File: src/rtl/evo_scheduler.sv
// Game-of-Life datapath sequencer: turns keyboard levels into one-shot step, clear, load and edit
// operations. At most one datapath operation is in flight at any time.
module evo_scheduler #(
    parameter int P_PARAM_N   = 64,
    parameter int P_PARAM_M   = 64,
    parameter int WIDTH       = 12,
    parameter int BASE_PERIOD = 2_500_000,
    parameter int TICK_W      = 32
) (
    input  logic                 clk_in,
    input  logic                 reset,
    input  logic                 start,
    input  logic                 pause,
    input  logic                 clear,
    input  logic                 manual,
    input  logic                 modify,
    input  logic [2*WIDTH-1:0]   setting_pos,
    input  logic [15:0]          file_id,
    input  logic [3:0]           evo_left_shift,
    input  logic                 step_done,
    input  logic                 load_done,
    output logic                 step_req,
    output logic                 load_req,
    output logic [15:0]          load_file_id,
    output logic                 clr_we,
    output logic [2*WIDTH-1:0]   clr_addr,
    output logic                 edit_we,
    output logic [2*WIDTH-1:0]   edit_addr,
    output logic                 busy,
    output logic [15:0]          gen_count,
    output logic [2:0]           state
);

    localparam int AW    = 2 * WIDTH;
    localparam int CELLS = P_PARAM_N * P_PARAM_M;
    localparam logic [AW-1:0] LAST_ADDR = AW'(CELLS - 1);

    typedef enum logic [2:0] {
        S_IDLE     = 3'd0,
        S_LOAD     = 3'd1,
        S_RUN_WAIT = 3'd2,
        S_STEP     = 3'd3,
        S_PAUSED   = 3'd4,
        S_CLEAR    = 3'd5,
        S_EDIT     = 3'd6
    } state_t;

    state_t              state_q, state_d;
    logic [TICK_W-1:0]   tick_q, tick_d;
    logic                pend_pause_q, pend_pause_d;
    logic                pend_clear_q, pend_clear_d;
    logic                ret_paused_q, ret_paused_d;
    logic                start_prev_q, pause_prev_q, clear_prev_q, modify_prev_q;
    logic                step_req_q, step_req_d;
    logic                load_req_q, load_req_d;
    logic [15:0]         load_file_id_q, load_file_id_d;
    logic                clr_we_q, clr_we_d;
    logic [AW-1:0]       clr_addr_q, clr_addr_d;
    logic                edit_we_q, edit_we_d;
    logic [AW-1:0]       edit_addr_q, edit_addr_d;
    logic                busy_q, busy_d;
    logic [15:0]         gen_q, gen_d;

    logic                start_rise_s, pause_rise_s, clear_rise_s, modify_rise_s;
    logic [2:0]          shift_sat_s;
    logic [TICK_W-1:0]   period_s;

    assign start_rise_s  = start  & ~start_prev_q;
    assign pause_rise_s  = pause  & ~pause_prev_q;
    assign clear_rise_s  = clear  & ~clear_prev_q;
    assign modify_rise_s = modify & ~modify_prev_q;

    // Speed saturates at a 32x slowdown; evaluated live so a speed-up mid-wait takes effect at once.
    assign shift_sat_s = (evo_left_shift > 4'd5) ? 3'd5 : evo_left_shift[2:0];
    assign period_s    = TICK_W'(BASE_PERIOD) << shift_sat_s;

    // Next-state and registered-output logic
    always_comb begin
        state_d        = state_q;
        tick_d         = tick_q;
        pend_pause_d   = pend_pause_q;
        pend_clear_d   = pend_clear_q;
        ret_paused_d   = ret_paused_q;
        step_req_d     = 1'b0;
        load_req_d     = 1'b0;
        load_file_id_d = load_file_id_q;
        clr_we_d       = 1'b0;
        clr_addr_d     = clr_addr_q;
        edit_we_d      = 1'b0;
        edit_addr_d    = edit_addr_q;
        gen_d          = gen_q;

        case (state_q)
            S_IDLE, S_PAUSED: begin
                if (clear_rise_s) begin
                    state_d    = S_CLEAR;
                    clr_we_d   = 1'b1;
                    clr_addr_d = {AW{1'b0}};
                end else if (file_id != load_file_id_q) begin
                    state_d        = S_LOAD;
                    load_req_d     = 1'b1;
                    load_file_id_d = file_id;
                end else if (start_rise_s) begin
                    state_d = S_RUN_WAIT;
                    tick_d  = {TICK_W{1'b0}};
                end else if (manual && modify_rise_s) begin
                    state_d      = S_EDIT;
                    edit_we_d    = 1'b1;
                    edit_addr_d  = setting_pos;
                    ret_paused_d = (state_q == S_PAUSED);
                end else begin
                    state_d = state_q;
                end
            end
            S_RUN_WAIT: begin
                if (clear_rise_s) begin
                    state_d    = S_CLEAR;
                    clr_we_d   = 1'b1;
                    clr_addr_d = {AW{1'b0}};
                end else if (pause_rise_s) begin
                    state_d = S_PAUSED;
                end else if (tick_q >= period_s - TICK_W'(1)) begin
                    state_d      = S_STEP;
                    step_req_d   = 1'b1;
                    tick_d       = {TICK_W{1'b0}};
                    pend_pause_d = 1'b0;
                    pend_clear_d = 1'b0;
                end else begin
                    tick_d = tick_q + TICK_W'(1);
                end
            end
            S_STEP: begin
                // A request arriving in the completion cycle itself still counts as pending.
                if (step_done) begin
                    gen_d        = gen_q + 16'd1;
                    pend_pause_d = 1'b0;
                    pend_clear_d = 1'b0;
                    if (pend_clear_q || clear_rise_s) begin
                        state_d    = S_CLEAR;
                        clr_we_d   = 1'b1;
                        clr_addr_d = {AW{1'b0}};
                    end else if (pend_pause_q || pause_rise_s) begin
                        state_d = S_PAUSED;
                    end else begin
                        state_d = S_RUN_WAIT;
                        tick_d  = {TICK_W{1'b0}};
                    end
                end else begin
                    pend_pause_d = pend_pause_q | pause_rise_s;
                    pend_clear_d = pend_clear_q | clear_rise_s;
                end
            end
            S_CLEAR: begin
                if (clr_addr_q == LAST_ADDR) begin
                    state_d        = S_LOAD;
                    load_req_d     = 1'b1;
                    load_file_id_d = file_id;
                    gen_d          = 16'd0;
                end else begin
                    clr_we_d   = 1'b1;
                    clr_addr_d = clr_addr_q + AW'(1);
                end
            end
            S_LOAD: begin
                if (load_done) begin
                    state_d = S_IDLE;
                    gen_d   = 16'd0;
                end else begin
                    state_d = S_LOAD;
                end
            end
            S_EDIT: begin
                state_d = ret_paused_q ? S_PAUSED : S_IDLE;
            end
            default: begin
                state_d = S_IDLE;
            end
        endcase

        busy_d = (state_d == S_CLEAR) || (state_d == S_LOAD) || (state_d == S_STEP);
    end

    // State and output registers
    always_ff @(posedge clk_in or posedge reset) begin
        if (reset) begin
            state_q        <= S_IDLE;
            tick_q         <= {TICK_W{1'b0}};
            pend_pause_q   <= 1'b0;
            pend_clear_q   <= 1'b0;
            ret_paused_q   <= 1'b0;
            start_prev_q   <= 1'b0;
            pause_prev_q   <= 1'b0;
            clear_prev_q   <= 1'b0;
            modify_prev_q  <= 1'b0;
            step_req_q     <= 1'b0;
            load_req_q     <= 1'b0;
            load_file_id_q <= 16'd0;
            clr_we_q       <= 1'b0;
            clr_addr_q     <= {AW{1'b0}};
            edit_we_q      <= 1'b0;
            edit_addr_q    <= {AW{1'b0}};
            busy_q         <= 1'b0;
            gen_q          <= 16'd0;
        end else begin
            state_q        <= state_d;
            tick_q         <= tick_d;
            pend_pause_q   <= pend_pause_d;
            pend_clear_q   <= pend_clear_d;
            ret_paused_q   <= ret_paused_d;
            start_prev_q   <= start;
            pause_prev_q   <= pause;
            clear_prev_q   <= clear;
            modify_prev_q  <= modify;
            step_req_q     <= step_req_d;
            load_req_q     <= load_req_d;
            load_file_id_q <= load_file_id_d;
            clr_we_q       <= clr_we_d;
            clr_addr_q     <= clr_addr_d;
            edit_we_q      <= edit_we_d;
            edit_addr_q    <= edit_addr_d;
            busy_q         <= busy_d;
            gen_q          <= gen_d;
        end
    end

    assign step_req     = step_req_q;
    assign load_req     = load_req_q;
    assign load_file_id = load_file_id_q;
    assign clr_we       = clr_we_q;
    assign clr_addr     = clr_addr_q;
    assign edit_we      = edit_we_q;
    assign edit_addr    = edit_addr_q;
    assign busy         = busy_q;
    assign gen_count    = gen_q;
    assign state        = state_q;

endmodule

File: config.mk
export PLATFORM = sky130hd
export DESIGN_NAME = evo_scheduler
export DESIGN_NICKNAME = d
export VERILOG_FILES = /design/src/rtl/evo_scheduler.sv
export SDC_FILE = /design/constraint.sdc
export NUM_CORES = 1
export LEC_CHECK = 0
export ABC_AREA = 1
export CAP_MARGIN = 15
export CORE_MARGIN = 2
export CORE_UTILIZATION = 52
export CTS_CLUSTER_DIAMETER = 50
export DETAILED_ROUTE_END_ITERATION = 6
export HOLD_SLACK_MARGIN = 0.02
export PLACE_DENSITY = 0.77
export SLEW_MARGIN = 10
export SYNTH_ARGS = -nofsm -noshare
export SYNTH_HDL_FRONTEND = slang
export SYNTH_SLANG_ARGS = --single-unit
File: constraint.sdc
create_clock -name clk_in -period 7.55 [get_ports clk_in]
set_clock_uncertainty 0.1 [all_clocks]
set_input_delay 1.1325 -clock clk_in [delete_from_list [all_inputs] [get_ports clk_in]]
set_output_delay 1.1325 -clock clk_in [all_outputs]
set_load 0.02 [all_outputs]
==> flow_metrics.py, run 1 <==
metrics = {
    "pwr": {
        "power.density_nw_per_um2": 236,
        "p_leak_nw": 5.44,
        "peakVddDrop_v": 0.000205,
    },
    "logic_synthesis": {
        "syn_nets": 1379,
        "synth_area_um2": 8580,
        "synth_top_area_share": 0.370,
        "syn_avg_cell_area_um2": 6.65,
        "synth_warnings": 0,
        "synthFlopType": "dfrtp_1",
        "synth.distinct_cells": 42,
        "synth-edff-count": 0,
        "synth-seq-area-share": 0.370,
        "synth_area_leaders": "dfrtp_1, nand2_1, nor2_1",
        "synth_top_area_cell": "dfrtp_1",
        "ys_ff_latch": 127,
        "async_reset_ff_frac": 1.00,
        "synthCells": 1291,
    },
    "worst_setup_path": {
        "cp-end-kind": "flip-flop",
        "reg2reg_depth": 11,
        "arrival_ns": 5.70,
        "crit_path_max_incr_delay_ns": 0.83,
        "timing_worst_setup_path_type": "input pin to flip-flop",
        "r2r_end": "gen_count[12]$_DFFE_PP0P_",
        "crit_fanout": 32,
        "critical_path_buf_inv_count": 1,
        "r2r_start": "clr_addr[0]$_DFFE_PP0P_",
        "start_kind": "input pin",
        "cp_slowest_cell": "nand2_1",
        "worstPathRequired_ns": 7.73,
        "cpMostUsedCell": "nand2_1",
        "crit_chain": "clkdlybuf4s50_1 -> nor2_1 -> nand2_1 -> ha_1 -> nor3_1 -> nand3_1 -> nor2_1 -> nand3b_1 -> o211ai_1 -> ha_1 -> nand2_1 -> nor2_1 -> and2_1 -> nand2_1 -> nand3_1 -> nand2_1 -> nand2_1 -> nand2_1 -> nand4_1",
        "cpLargestDelayFamily": "simple AND/OR/NAND/NOR gates",
        "ff2ff_setup_slack_ns": 4.67,
    },
    "run": {
        "max_cap_violations": 0,
    },
    "hold_path": {
        "hold_path_end": "edit_addr[3]$_DFFE_PP0P_",
        "min_from": "edit_addr[3]$_DFFE_PP0P_",
        "min_path_cells": 2,
        "hold_path.class": "flip-flop to flip-flop",
    },
    "placed_design": {
        "gp_congestion": 0.907,
        "dpl.hpwl_um": 15900,
        "placed_area_um2": 10100,
        "io_buffer_count": 140,
    },
    "cts": {
        "cts_max_level": 4,
        "cts_buffers": 17,
        "clk_pin_slew_ns": 0.05,
        "insertion_delay_ns": 0.43,
        "cts_tree": "yes",
        "post-cts-setup-buffers": 0,
        "cts_sinks": 127,
        "postCtsResizedCells": 0,
        "clockRootBuffer": "clkbuf_16",
        "clockBufferDepth": 2,
        "ctsHoldBuffers": 0,
    },
    "sta": {
        "tightest_slew_ns": 1.14,
        "rsz0062_at_grt": "no",
        "fmax_ghz": 0.181,
        "hold_violations": 0,
        "finalMaxSlewViolations": 0,
        "setup_viol": 0,
        "slew_headroom": 0.237,
        "setup-tns-final_ns": 0,
        "finalCriticalPeriod_ns": 5.51,
        "period_share": 0.730,
    },
    "routing": {
        "wl_met2_um": 10800,
        "drc": 0,
        "routed_wl_um": 22500,
        "firstDrtPassIters": 5,
        "drtAntennaViolNets": 0,
        "wl_met3_um": 1230,
        "vias": 8437,
        "via_per_inst": 5.10,
        "dr.max_layer_used": "met4",
        "met1_length_um": 9980,
        "dr.first_iter.drc_count": 634,
        "routedWlPerCell_um": 13.6,
    },
    "die": {
        "fp.dieH_um": 132,
        "core_um2": 16000,
        "io_pins": 141,
        "rows": 46,
        "die_w_um": 132,
        "dieArea_um2": 17500,
        "initial_core_util": 0.536,
    },
    "global_route": {
        "grt_pass1_wl_um": 38500,
        "grt_max_degree": 78,
        "grt_pass1_vias": 8073,
        "grt_usage": 0.267,
        "globalRoute.totalOverflow": 0,
        "antenna_found_initial": 0,
    },
    "layout": {
        "syn2layout_area_growth_pct": 25.8,
        "drive_gt1_frac": 0.0452,
        "final_area_um2": 10800,
        "fillers": 1412,
        "num_antenna_cells": 0,
        "multiInputGateArea_um2": 4750,
        "layout_common_cells": "nand2_1, nor2_1, clkdlybuf4s50_1, dfrtp_1, inv_1",
        "final_common_cell": "nand2_1",
        "fin_nets": 1512,
        "seq_area_um2": 3180,
    },
    "run_status": {
        "status": "finished clean",
    },
}
-- metrics by stage --
stage           util  instances  setup WS, ns  hold slack (ns)  power [W]
6_report       0.674       1653          2.04            0.377    0.00255
5_1_grt        0.674       1653          1.57            0.396    0.00268
4_1_cts        0.674       1653          2.14            0.380    0.00257
3_5_place_dp   0.633       1621          1.67            0.364    0.00163
3_3_place_gp   0.633       1621          1.88            0.361    0.00162
2_1_floorplan      -       1291          2.93            0.353    0.00133
-- how the worst max path moves through the flow --
stage | from | end | slack, ns | cells past startpoint
2_1_floorplan | reset | busy$_DFF_PP0_ | 2.93 | 1
3_3_place_gp | evo_left_shift[2] | busy$_DFF_PP0_ | 1.88 | 19
3_5_place_dp | evo_left_shift[2] | busy$_DFF_PP0_ | 1.67 | 19
4_1_cts | evo_left_shift[2] | busy$_DFF_PP0_ | 2.14 | 19
5_1_grt | evo_left_shift[2] | busy$_DFF_PP0_ | 1.57 | 19
6_report | evo_left_shift[2] | busy$_DFF_PP0_ | 2.04 | 19
-- worst min-delay path: cells and delay by family (launching register included) --
family,cells,cell delay [ns]
flip-flops,1,0.34
AND/OR/NAND/NOR,2,0.10
-- synthesized netlist by cell type (8+ instances only) --
master,instances
nand4_1,13
buf_2,22
o21ai_0,16
inv_1,124
xnor2_1,8
nor3_1,15
a21oi_1,17
o21ai_1,8
inv_2,9
nand2_1,527
nand3_1,104
nor2_1,163
xor2_1,47
dfrtp_1,127
ha_1,35
-- power breakdown --
part / internal (W) / switching, W
Sequential: 0.000761 / 0.0000912
Combinational: 0.000287 / 0.000483
Clock: 0.000613 / 0.000313
-- layout make-up --
class	count	share of cell area
clock buffers	23	0.0443
clock inverters	9	0.0165
inverters	133	0.0465
multi-input cells	1000	0.440
flip-flops and latches	127	0.294
well taps	216	0.0250
repair buffers	145	0.133
-- logic make-up after synthesis --
family,Yosys count,synth area share
DFF,127,0.370
AOI/OAI and AO/OA,57,0.0381
adders and majority gates,35,0.0510
and+or+nand+nor,852,0.407
buffers and inverters,164,0.0767
xor gates and xnor gates,55,0.0561
other,1,0.000437
-- flip-flops by register name, indices dropped and copies added, names as in the netlist --
| name | flops |
|---|---|
| pend_pause_q | 1 |
| start_prev_q | 1 |
| clr_addr | 24 |
| ret_paused_q | 1 |
| state | 3 |
| gen_count | 16 |
| pend_clear_q | 1 |
| pause_prev_q | 1 |
| clr_we | 1 |
| load_req | 1 |
| edit_addr | 24 |
| modify_prev_q | 1 |
| load_file_id | 16 |
| clear_prev_q | 1 |
| busy | 1 |
| tick_q | 32 |
| edit_we | 1 |
| step_req | 1 |
-- per-layer routing --
layer | global-route usage | up-vias
met5 | 0 | -
met4 | 0.104 | 0
met3 | 0.0617 | 50
met2 | 0.437 | 226
met1 | 0.343 | 3870
li1 | - | 4291
Power figures use the tool's default switching activity.
==> run 2: changes to the inputs <==
Settings changed: CORE_UTILIZATION 52 to 49, PLACE_DENSITY 0.77 to 0.76.
Clock period 7.55 ns to 4.7 ns, I/O delays scaled along.
==> run 2 against run 1 <==
  * Critical path depth increased by 2
  * Register-to-register slack got worse by 2.9 ns
  * Highest routed layer unchanged
  * Critical endpoint is now state[0]$_DFF_PP0_
  * Global-route usage down 1.2 points
  * Die area grew 5.9%
  * Sequential power up 61%
==> flow_metrics.py, run 2 (synthesis gave the netlist of run 1 again) <==
metrics = {
    "die": {
        "io_pins": 141,
        "rows": 48,
        "fp.dieH_um": 136,
        "dieArea_um2": 18600,
        "initial_core_util": 0.498,
        "core_um2": 17200,
        "die_w_um": 136,
    },
    "routing": {
        "routedWlPerCell_um": 13.6,
        "drc": 0,
        "via_per_inst": 5.10,
        "dr.first_iter.drc_count": 602,
        "firstDrtPassIters": 5,
        "drtAntennaViolNets": 0,
        "vias": 8498,
        "routed_wl_um": 22600,
    },
    "cts": {
        "cts_tree": "yes",
        "post-cts-setup-buffers": 0,
        "postCtsResizedCells": 0,
        "cts_max_level": 4,
        "cts_buffers": 17,
        "clockRootBuffer": "clkbuf_16",
        "insertion_delay_ns": 0.42,
        "clk_pin_slew_ns": 0.06,
        "ctsHoldBuffers": 0,
        "cts_sinks": 127,
        "clockBufferDepth": 2,
    },
    "pwr": {
        "p_sw_frac": 0.365,
        "peakVddDrop_v": 0.000378,
        "power.density_nw_per_um2": 370,
        "p_sw_w": 0.00146,
        "pwr-share-comb": 0.309,
        "p_int_w": 0.00254,
        "p_leak_nw": 5.42,
        "clock_power_share": 0.349,
        "seqPwrFrac": 0.343,
    },
    "sta": {
        "finalMaxSlewViolations": 0,
        "period_share": 0.846,
        "fmax_ghz": 0.251,
        "finalCriticalPeriod_ns": 3.98,
        "setup_viol": 0,
        "hold_slack_ns": 0.378,
        "hold_violations": 0,
        "tightest_slew_ns": 1.07,
        "slew_headroom": 0.287,
        "setup-tns-final_ns": 0,
        "rsz0062_at_grt": "no",
    },
    "global_route": {
        "antenna_found_initial": 0,
        "grt_usage": 0.254,
        "globalRoute.totalOverflow": 0,
        "grt_pass1_wl_um": 38300,
        "grt_max_degree": 73,
        "grt_pass1_vias": 8107,
    },
    "worst_setup_path": {
        "arrival_ns": 4.15,
        "r2r_end": "gen_count[10]$_DFFE_PP0P_",
        "cp-end-kind": "flip-flop",
        "ff2ff_setup_slack_ns": 1.74,
        "r2r_start": "clr_addr[0]$_DFFE_PP0P_",
        "crit_fanout": 32,
        "start_kind": "input pin",
        "worstPathRequired_ns": 4.87,
        "timing_worst_setup_path_type": "input pin to flip-flop",
        "reg2reg_depth": 11,
    },
    "hold_path": {
        "min_path_cells": 2,
        "hold_path.class": "flip-flop to flip-flop",
        "min_from": "edit_addr[15]$_DFFE_PP0P_",
        "hold_path_end": "edit_addr[15]$_DFFE_PP0P_",
    },
    "layout": {
        "largest_register_ffs": 32,
        "drive_gt1_frac": 0.0493,
        "fillers": 1553,
        "syn2layout_area_growth_pct": 25.9,
        "fin_nets": 1515,
        "largest_register": "tick_q",
        "final_common_cell": "nand2_1",
        "num_antenna_cells": 0,
        "layout_common_cells": "nand2_1, nor2_1, clkdlybuf4s50_1, dfrtp_1, inv_1",
    },
    "placed_design": {
        "dpl.hpwl_um": 16000,
        "gp_congestion": 0.932,
        "io_buffer_count": 140,
    },
    "run_status": {
        "status": "finished clean",
    },
    "run": {
        "max_cap_violations": 0,
    },
}
run 2: layer usage:
metal	global-route usage	vias to the layer above	wire length, µm
li1	-	4291	-
met1	0.333	3910	9970
met3	0.0649	42	1470
met5	0	-	0
met2	0.411	255	10800
met4	0.0839	0	438
run 2: worst max-delay path by stage:
stage	to	startpoint
2_1_floorplan	busy$_DFF_PP0_	reset
3_3_place_gp	busy$_DFF_PP0_	evo_left_shift[1]
3_5_place_dp	busy$_DFF_PP0_	evo_left_shift[1]
4_1_cts	state[0]$_DFF_PP0_	evo_left_shift[1]
5_1_grt	state[0]$_DFF_PP0_	evo_left_shift[2]
6_report	state[0]$_DFF_PP0_	evo_left_shift[1]
run 2: cell type report:
type / count / area (µm²) / share of cell area
clock buffer: 18 / 439 / 0.0407
multi-input combinational: 1000 / 4750 / 0.439
clock inverter: 14 / 181 / 0.0168
sequential: 127 / 3180 / 0.294
inverter: 133 / 502 / 0.0464
timing repair buffer: 148 / 1470 / 0.136
tap: 225 / 282 / 0.0261
run 2: worst max-delay path, cell delays in order:
cell and delay [ns]:
clkdlybuf4s50_1 0.48, a21oi_1 0.07, nand2_1 0.18, inv_1 0.12, ha_1 0.22, nor3_1 0.37, nand3_1 0.19, nor2_1 0.20
nand3b_1 0.10, o211ai_1 0.09, ha_1 0.27, nand2_1 0.10, nor2_1 0.06, and2_1 0.13, nand2_1 0.06, nand3_1 0.06
nand2_1 0.06, buf_4 0.34, nand2_1 0.13, nand2_1 0.12, nand4_1 0.10
run 2: metrics by stage:
stage / worst slack [ns] / power [W] / area, µm² / instances / utilization
floorplan: 0.511 / 0.00214 / 8580 / 1291 / -
global placement: 0.461 / 0.00260 / 10200 / 1633 / 0.591
detailed placement: 0.344 / 0.00262 / 10200 / 1633 / 0.591
CTS: 0.763 / 0.00403 / 10800 / 1665 / 0.627
global route: 0.389 / 0.00422 / 10800 / 1665 / 0.627
finish: 0.722 / 0.00400 / 10800 / 1665 / 0.627
run 2: power groups by stage:
stage,Clock [W],Combinational (W),Sequential [W]
CTS,0.00141,0.00125,0.00137
detailed placement,0,0.00124,0.00138
finish,0.00139,0.00123,0.00137
global placement,0,0.00122,0.00138
global route,0.00146,0.00137,0.00139
floorplan,0,0.000632,0.00151
